===== config.mk =====
export PLATFORM = sky130hd
export DESIGN_NAME = game_controller
export DESIGN_NICKNAME = d
export VERILOG_FILES = /design/src/rtl/game_controller.sv
export SDC_FILE = /design/constraint.sdc
export NUM_CORES = 1
export LEC_CHECK = 0
export ABC_AREA = 1
export BUFFER_PORTS_ARGS = -buffer_cell sky130_fd_sc_hd__buf_4
export CAP_MARGIN = 40
export CORE_ASPECT_RATIO = 1.4
export CORE_MARGIN = 5
export CORE_UTILIZATION = 59
export DETAILED_ROUTE_END_ITERATION = 7
export GPL_TIMING_DRIVEN = 0
export PLACE_DENSITY = 0.86
export SLEW_MARGIN = 0
export SYNTH_ARGS = -nofsm -noshare
export SYNTH_HDL_FRONTEND = slang
export SYNTH_SLANG_ARGS = --single-unit

===== constraint.sdc =====
create_clock -name clk -period 4.12 [get_ports clk]
set_clock_uncertainty 0.2 [all_clocks]
set_input_delay 0 -clock clk [delete_from_list [all_inputs] [get_ports clk]]
set_output_delay 0 -clock clk [all_outputs]
set_load 0.005 [all_outputs]

===== src/rtl/game_controller.sv =====
// Snake game lifecycle sequencer: edge-detects buttons/collisions, runs the
// IDLE/RUN/PAUSED/WIN/LOSE state machine and drives score, step, lives and blink.
module game_controller #(
  parameter int STEP_DIV  = 25,
  parameter int BLINK_DIV = 50,
  parameter int MAX_LIVES = 3
) (
  input  logic       clk,
  input  logic       reset,
  input  logic       start,
  input  logic       pause,
  input  logic       goodColl,
  input  logic       badColl,
  input  logic       gameComplete,
  output logic       scoreInc,
  output logic       scoreClr,
  output logic       stepTick,
  output logic [1:0] lives,
  output logic [2:0] state,
  output logic       dispEnable
);

  localparam int SW = (STEP_DIV > 1) ? $clog2(STEP_DIV) : 1;
  localparam int BW = (BLINK_DIV > 1) ? $clog2(BLINK_DIV) : 1;
  localparam logic [SW-1:0] STEP_LAST  = SW'(STEP_DIV - 1);
  localparam logic [BW-1:0] BLINK_LAST = BW'(BLINK_DIV - 1);
  localparam logic [1:0]    LIVES_INIT = 2'(MAX_LIVES);

  localparam int B_START = 0;
  localparam int B_PAUSE = 1;
  localparam int B_GOOD  = 2;
  localparam int B_BAD   = 3;

  typedef enum logic [2:0] {
    ST_IDLE   = 3'd0,
    ST_RUN    = 3'd1,
    ST_PAUSED = 3'd2,
    ST_WIN    = 3'd3,
    ST_LOSE   = 3'd4
  } state_t;

  logic [3:0] btn_sync_reg;
  logic [3:0] btn_prev_reg;
  logic [3:0] btn_evt;
  logic       game_complete_reg;

  state_t        state_reg, state_next;
  logic [1:0]    lives_reg, lives_next;
  logic [SW-1:0] step_cnt_reg, step_cnt_next;
  logic [BW-1:0] blink_cnt_reg, blink_cnt_next;
  logic          disp_reg, disp_next;
  logic          score_inc_reg, score_inc_next;
  logic          score_clr_reg, score_clr_next;
  logic          step_tick_reg, step_tick_next;
  logic          next_blinks;

  // Sync and history regs reset high so a level held through reset is not an event.
  always_ff @(posedge clk) begin
    if (reset) begin
      btn_sync_reg      <= '1;
      btn_prev_reg      <= '1;
      game_complete_reg <= 1'b0;
    end else begin
      btn_sync_reg      <= {badColl, goodColl, pause, start};
      btn_prev_reg      <= btn_sync_reg;
      game_complete_reg <= gameComplete;
    end
  end

  generate
    for (genvar gi = 0; gi < 4; gi++) begin : g_edge
      assign btn_evt[gi] = btn_sync_reg[gi] & ~btn_prev_reg[gi];
    end
  endgenerate

  always_ff @(posedge clk) begin
    if (reset) begin
      state_reg     <= ST_IDLE;
      lives_reg     <= LIVES_INIT;
      step_cnt_reg  <= '0;
      blink_cnt_reg <= '0;
      disp_reg      <= 1'b1;
      score_inc_reg <= 1'b0;
      score_clr_reg <= 1'b0;
      step_tick_reg <= 1'b0;
    end else begin
      state_reg     <= state_next;
      lives_reg     <= lives_next;
      step_cnt_reg  <= step_cnt_next;
      blink_cnt_reg <= blink_cnt_next;
      disp_reg      <= disp_next;
      score_inc_reg <= score_inc_next;
      score_clr_reg <= score_clr_next;
      step_tick_reg <= step_tick_next;
    end
  end

  always_comb begin
    state_next     = state_reg;
    lives_next     = lives_reg;
    step_cnt_next  = step_cnt_reg;
    blink_cnt_next = blink_cnt_reg;
    disp_next      = disp_reg;
    score_inc_next = 1'b0;
    score_clr_next = 1'b0;
    step_tick_next = 1'b0;

    case (state_reg)
      ST_IDLE: begin
        if (btn_evt[B_START]) begin
          state_next     = ST_RUN;
          score_clr_next = 1'b1;
          lives_next     = LIVES_INIT;
          step_cnt_next  = '0;
        end
      end
      ST_RUN: begin
        step_tick_next = (step_cnt_reg == STEP_LAST);
        step_cnt_next  = (step_cnt_reg == STEP_LAST) ? '0 : step_cnt_reg + SW'(1);
        if (game_complete_reg) begin
          state_next = ST_WIN;
        end else if (btn_evt[B_BAD]) begin
          if (lives_reg <= 2'd1) begin
            lives_next = 2'd0;
            state_next = ST_LOSE;
          end else begin
            lives_next = lives_reg - 2'd1;
          end
        end else begin
          // Food and pause in the same cycle both take effect.
          score_inc_next = btn_evt[B_GOOD];
          if (btn_evt[B_PAUSE]) state_next = ST_PAUSED;
        end
      end
      ST_PAUSED: begin
        if (btn_evt[B_PAUSE]) state_next = ST_RUN;
      end
      ST_WIN, ST_LOSE: begin
        if (btn_evt[B_START]) begin
          state_next = ST_IDLE;
          lives_next = LIVES_INIT;
        end
      end
      default: state_next = ST_IDLE;
    endcase

    // Blink restarts from "on" on every entry; steady on in IDLE/RUN.
    next_blinks = (state_next == ST_PAUSED) || (state_next == ST_WIN) ||
                  (state_next == ST_LOSE);
    if (!next_blinks) begin
      disp_next = 1'b1;
    end else if (state_next != state_reg) begin
      blink_cnt_next = '0;
      disp_next      = 1'b1;
    end else if (blink_cnt_reg == BLINK_LAST) begin
      blink_cnt_next = '0;
      disp_next      = ~disp_reg;
    end else begin
      blink_cnt_next = blink_cnt_reg + BW'(1);
    end
  end

  assign scoreInc   = score_inc_reg;
  assign scoreClr   = score_clr_reg;
  assign stepTick   = step_tick_reg;
  assign lives      = lives_reg;
  assign state      = state_reg;
  assign dispEnable = disp_reg;

endmodule


==> results of run 1 <==
tightest hold or removal path: stages:
cell	delay, ns
dlygate4sd3_1	0.53
buf_4	0.10
or2_2	0.08
kinds of logic after synthesis:
kind of cell / Yosys count / share of synthesized area
adder cells (fa/ha/maj): 4 / 0.03546
AO/OA/AOI/OAI: 25 / 0.1170
flip-flops: 29 / 0.4113
AND/OR/NAND/NOR: 99 / 0.3262
buffers and inverters: 30 / 0.08510
XOR/XNOR: 4 / 0.02483
power groups by stage:
stage / clock network [mW] / registers, mW / logic (mW)
3_3_place_gp: 0 / 0.299 / 0.0492
4_1_cts: 0.248 / 0.293 / 0.0566
5_1_grt: 0.261 / 0.294 / 0.0634
3_5_place_dp: 0 / 0.299 / 0.0504
2_1_floorplan: 0 / 0.298 / 0.0352
6_report: 0.244 / 0.293 / 0.0568
metal layers:
| layer | part of all wire | track usage |
|---|---|---|
| met5 | 0 | 0 |
| met4 | 0.029 | 0.1279 |
| met2 | 0.53 | 0.3661 |
| met3 | 0.043 | 0.05882 |
| met1 | 0.40 | 0.1886 |
how the worst min path moves through the flow:
stage                        start              end  slack [ns]  cells past startpoint
after global placement       pause  btn_sync_reg[1]       -0.02                      2
after detailed placement  goodColl  btn_sync_reg[2]       -0.01                      2
final                        start  btn_sync_reg[0]        0.20                      3
after CTS                    start  btn_sync_reg[0]        0.18                      3
after global routing         start  btn_sync_reg[0]        0.18                      3
after floorplan              start  btn_sync_reg[0]        -0.1                      1
placed cells by master (no fill, tap or decap), types with 4 or more instances in the layout:
cell            n
a21oi_1        10
a21oi_2         4
buf_4          15
clkbuf_4        5
dfxtp_1        29
dlygate4sd3_1   8
ha_1            4
inv_1          24
inv_2           4
nand2_1        49
nand3_1        13
nor2_1         16
o21ai_0         5
or2_2           6
per-stage QoR:
step / hold slack (ns) / util / area (um^2) / instances / setup slack, ns
finish: 0.1959 / 0.7346 / 1718 / 245 / 2.370
global route: 0.1794 / 0.7346 / 1718 / 245 / 2.203
CTS: 0.1820 / 0.7346 / 1718 / 245 / 2.372
detailed placement: -0.01306 / 0.6640 / 1553 / 229 / 2.414
global placement: -0.01617 / 0.6640 / 1553 / 229 / 2.432
floorplan: -0.09619 / - / 1411 / 191 / 2.606
cells in the mapped netlist:
cell type	number
a21boi_4	1
buf_6	1
xnor2_1	1
nand3_1	13
nand2_1	49
ha_1	4
o21ai_1	1
nor2_4	2
or2_2	6
o21bai_1	1
nand2_2	3
nor4_1	2
o31ai_1	1
nor2_2	2
xor2_1	3
nand3_2	3
nand4_1	2
nor2_1	16
o21a_1	1
dfxtp_1	29
o21ai_0	5
inv_1	24
nor3_1	1
inv_2	4
a21oi_2	4
o2111ai_1	1
a21oi_1	10
clkbuf_1	1
layout make-up:
| class | instances | area share |
|---|---|---|
| Tap cell | 23 | 0.01675 |
| Inverter | 28 | 0.06118 |
| Clock inverter | 1 | 0.01748 |
| Sequential cell | 29 | 0.3379 |
| Multi-Input combinational cell | 132 | 0.4137 |
| Clock buffer | 7 | 0.03205 |
| Buffer | 2 | 0.008740 |
| Timing Repair Buffer | 23 | 0.1122 |
==> summary.txt, run 1 <==
Status
  • Status: finished, final reports clean

Critical path
  • Arr. time, crit path: 1.81 ns
  • Setup slack, reg-to-reg: 2.37 ns
  • WP buf/inv: 3
  • Worst Setup End Kind: register
  • Worst-path fanout max: 6
  • CP dominant cell by count: nand2_1
  • Reg2Reg Depth: 10
  • Worst Path Required: 4.18 ns
  • Startpoint types: register
  • Crit path to: blink_cnt_reg[1]
  • Crit path depth: 10
  • Slowest cell on crit path: dfxtp_1
  • Crit path kind: register to register
  • R2r startpoint: state[1]
  • CP Cell Sequence: inv_2, nand3_2, nor2_1, nand2_1, nand2_1, inv_2, nand3_2, inv_1, nand2_1, a21oi_1
  • Setup crit start: state[1]
  • Crit-path max cell delay: 0.46 ns
  • RR Endpoint: blink_cnt_reg[1]
  • Crit-path leading delay family: simple AND/OR/NAND/NOR gates

Hold path
  • Hold Crit Class: input pin to register

Global route
  • Largest net degree at the start of global routing: 11
  • Total grt overflow: 0
  • Vias in the first global route: 1264
  • First-pass GRT wire length: 5043 um
  • GR Util All Layers: 0.1981
  • Antenna violations before repair: 0

STA
  • Final Max Tran Viols: 0
  • Setup TNS Final: 0 ns
  • Final Hold Viols: 0
  • Crit path time final: 1.750 ns
  • Final setup fails: 0
  • Max Fclk: 0.5714 GHz
  • Final worst-path cycle share: 0.4248
  • RSZ-0062 raised after global routing: no
  • Normalized max-slew margin: 0.6732
  • Slew at the pin with the worst max-slew slack: 0.4903 ns

Pwr
  • Leak: 0.7816 nW
  • Pwr dens: 345.6 mW/mm^2
  • P_sw: 0.1364 mW
  • Combinational share of power: 0.096
  • Clock group share of total power: 0.411
  • Worst VDD drop: 311.5 uV
  • Tot Pwr: 0.5937 mW
  • Int Pwr: 0.4573 mW
  • Flop pwr share: 0.493
  • Net Sw Frac: 0.2297

CTS
  • Num CTS Buffers: 5
  • Post-CTS Resized: 0
  • Htree depth: 2
  • CTS Hold Bufs: 8
  • Clock latency on the worst-skew pair: 0.33 ns
  • Postcts setup bufs: 0
  • CTS tree: done
  • Clk buf depth: 2
  • CTS root buffer: clkbuf_4
  • Clock Sinks: 29
  • CTS clock-pin slew for the worst setup and hold paths: 0.10 ns

Finish
  • Layout cells sized above 1: 0.2162
  • Max reg flops: 6
  • Reg area: 580.6 um^2
  • Fin nets: 232
  • Synthesis-to-finish area growth: 21.72%
  • Fill cell count: 177
  • Antenna cells: 0
  • Multi-input gate area: 710.7 um^2

Placed design
  • RePlAce Congestion: 0.8866
  • Number of port buffers: 15
  • DP HPWL: 2087 um

Die
  • Cell row count: 21
  • Starting Density: 0.6035
  • Die Footprint: 0.003484 mm^2
  • Die X: 51.34 um
  • Die height: 67.87 um
  • Core region area: 0.002338 mm^2
  • Boundary Pins: 16

Drt
  • Total number of vias: 1295
  • Post-DRT Antenna Nets: 0
  • Drt total wl: 2854 um
  • Initial drt markers: 17
  • Routed len/inst: 11.65 um
  • First drt pass iteration count: 4
  • Residual DRC: 0
  • Drt via density: 5.286

Synth
  • Post-synth top area cell: dfxtp_1
  • Netlist Area Pre-Place: 0.001411 mm^2
  • Sequential share of the synthesized area: 0.4113
  • Post-Syn Nets: 202
  • Synth Instances: 191
  • Area share of the largest cell type after synthesis: 0.4113
  • Number of synthesized register bits: 29
  • Yosys warning count: 0
  • Most area-consuming cells after synthesis: dfxtp_1, nand2_1, inv_1, nand3_1, nor2_1
  • Netlist cell types: 28
  • Syn_area_per_cell: 7.389 um^2

Job
  • Max-Cap Viols: 0
Power figures use the tool's default switching activity.
==> inputs of run 2 (changes only) <==
Settings changed: CORE_UTILIZATION 59 to 51, PLACE_DENSITY 0.86 to 0.8.
Clock period 4.12 ns to 1.6 ns, I/O delays scaled along.
==> summary.txt, run 2 (synthesized netlist as in run 1, its figures left out) <==
Status
  • Status: finished, violations left
  • Failing checks: setup timing

CTS
  • CTS clock-pin slew for the worst setup and hold paths: 0.09 ns (about the same)
  • Num CTS Buffers: 5 (unchanged)
  • Clock Sinks: 29 (unchanged)
  • Clk buf depth: 2 (unchanged)
  • CTS root buffer: clkbuf_4
  • Clock latency on the worst-skew pair: 0.32 ns (about the same)
  • CTS tree: done
  • Htree depth: 2 (unchanged)

Finish
  • Fin nets: 238 (+2.6%)
  • Fill cell count: 224 (+27%)
  • Reg area: 595.6 um^2 (+2.6%)
  • Synthesis-to-finish area growth: 31.47%
  • Fin util: 0.7022 (-0.03244)
  • Layout cells sized above 1: 0.3509 (+0.1347)
  • Commonest non-fill, non-tap cell in the layout: nand2_1
  • Multi-input gate area: 782.0 um^2 (+10%)
  • Max reg flops: 6 (unchanged)
  • Commonest cells after routing, fill and taps aside: nand2_1, dfxtp_1, buf_4
  • Antenna cells: 0 (unchanged)

Critical path
  • Worst Path Required: 1.65 ns (-2.53 ns)
  • Crit path kind: register to register
  • CP dominant cell by count: nand2_1
  • Worst Setup End Kind: register
  • Crit-path max cell delay: 0.42 ns (-0.04 ns)
  • Worst-path fanout max: 7 (+1)
  • Startpoint types: register
  • Slowest cell on crit path: dfxtp_4
  • CP Cell Sequence: nor2_2, nand3_2, nand2_2, nor2_4, nand2_1, nand2_1, nand3_2, nor2_4, nand2_1, a21oi_2
  • Arr. time, crit path: 1.74 ns (-0.07 ns)

Drt
  • Residual DRC: 0 (unchanged)
  • First drt pass iteration count: 4 (unchanged)
  • Post-DRT Antenna Nets: 0 (unchanged)
  • Total number of vias: 1325 (+2.3%)
  • Drt total wl: 3123 um (+9.4%)
  • Initial drt markers: 18 (+1)
  • Routed len/inst: 11.83 um (+1.6%)
  • Drt via density: 5.019 (-5.0%)

Pwr
  • Int Pwr: 1.067 mW (+130%)
  • Leak: 0.8324 nW (+6.5%)
  • Flop pwr share: 0.528 (+0.035)
  • P_sw: 0.3606 mW (+160%)
  • Pwr dens: 769.5 mW/mm^2 (+120%)
  • Combinational share of power: 0.118 (+0.022)
  • Net Sw Frac: 0.2526 (+0.02282)
  • Tot Pwr: 1.428 mW (+140%)
  • Clock group share of total power: 0.354 (-0.057)
  • Worst VDD drop: 545.8 uV (+75%)

Die
  • Core region area: 0.002643 mm^2 (+13%)
  • Die height: 72.25 um (+6.4%)
  • Die X: 54.46 um (+6.1%)
  • Starting Density: 0.5341 (-0.06944)
  • Cell row count: 22 (+4.8%)
  • Die Footprint: 0.003934 mm^2 (+13%)
  • Boundary Pins: 16 (unchanged)

Placed design
  • RePlAce Congestion: 0.8673 (-2.2%)
  • Number of port buffers: 15 (unchanged)
  • DP HPWL: 2080 um (-0.35%)

STA
  • Setup TNS Final: -0.5096 ns (-0.5096 ns)
  • Final Max Tran Viols: 0 (unchanged)
  • Final setup fails: 7 (+7)
  • Final Hold Viols: 0 (unchanged)
  • Max Fclk: 0.5948 GHz (+4.1%)
  • Slew at the pin with the worst max-slew slack: 0.4889 ns (-0.001399 ns)
  • RSZ-0062 raised after global routing: yes
  • Crit path time final: 1.681 ns (-0.06871 ns)
  • Final worst setup slack: -0.08126 ns (-2.451 ns)
  • Normalized max-slew margin: 0.6741 (+0.0009330)
  • Final worst-path cycle share: 1.051 (+0.6260)

Global route
  • Vias in the first global route: 1325 (+4.8%)
  • GR Util All Layers: 0.1782 (-0.01985)
  • Antenna violations before repair: 0 (unchanged)
  • Total grt overflow: 0 (unchanged)
  • First-pass GRT wire length: 5202 um (+3.2%)
  • Largest net degree at the start of global routing: 11 (unchanged)

Hold path
  • Hold Crit Class: register to register

Job
  • Max-Cap Viols: 0 (unchanged)
run 2: worst paths after layout:
| kind | slack, ns | depth (start not counted) | to | startpoint |
|---|---|---|---|---|
| setup / recovery | -0.08 | 10 | blink_cnt_reg[3] | state[1] |
| hold / removal | 0.19 | 1 | scoreInc | btn_prev_reg[2] |
| setup reg to reg | -0.08 | 10 | blink_cnt_reg[3] | state[1] |
| hold reg to reg | 0.19 | 1 | scoreInc | btn_prev_reg[2] |
run 2: critical path: cells and delay by family (launching register included):
family	cells	cell delay, ns
compound gates	1	0.11
flops	1	0.42
simple gates	9	0.88
run 2: timing repair:
item,in CTS,in global routing
cloned,0,0
hold buffers,8,0
setup buffers,4,2
gates resized for setup,11,24
setup endpoints to repair,7,9
endpoints found under the hold margin,21,0
pin swaps,3,4
run 2: stage by stage:
step                hold slack (ns)  cell area (um^2)  instances  setup slack, ns
floorplan                  -0.09619              1411        191          0.08609
global placement           -0.01596              1569        242          -0.1289
detailed placement         -0.01213              1569        242          -0.1360
CTS                          0.1879              1783        262         -0.05144
global route                 0.2103              1856        264          -0.1907
finish                       0.1933              1856        264         -0.08126
run 2: power groups by stage:
stage | Combinational, mW | Clock, mW | Sequential, mW
floorplan | 0.0906 | 0 | 0.768
global placement | 0.130 | 0 | 0.769
detailed placement | 0.133 | 0 | 0.770
CTS | 0.159 | 0.520 | 0.750
global route | 0.186 | 0.558 | 0.757
finish | 0.169 | 0.505 | 0.754
run 2: cell type report:
class | count | area share
multi-input cells | 132 | 0.4214
flip-flops and latches | 29 | 0.3210
inverters | 28 | 0.05934
clock inverters | 1 | 0.002697
repair buffers | 29 | 0.1281
clock buffers | 7 | 0.03506
well taps | 36 | 0.02428
plain buffers | 2 | 0.008092
run 2: routing by layer:
| metal | track usage | part of all wire | up-vias |
|---|---|---|---|
| met5 | 0 | 0 | - |
| met4 | 0.08587 | 0.032 | 0 |
| met3 | 0.05749 | 0.037 | 12 |
| met2 | 0.3222 | 0.55 | 24 |
| met1 | 0.1728 | 0.38 | 615 |
| li1 | - | - | 674 |
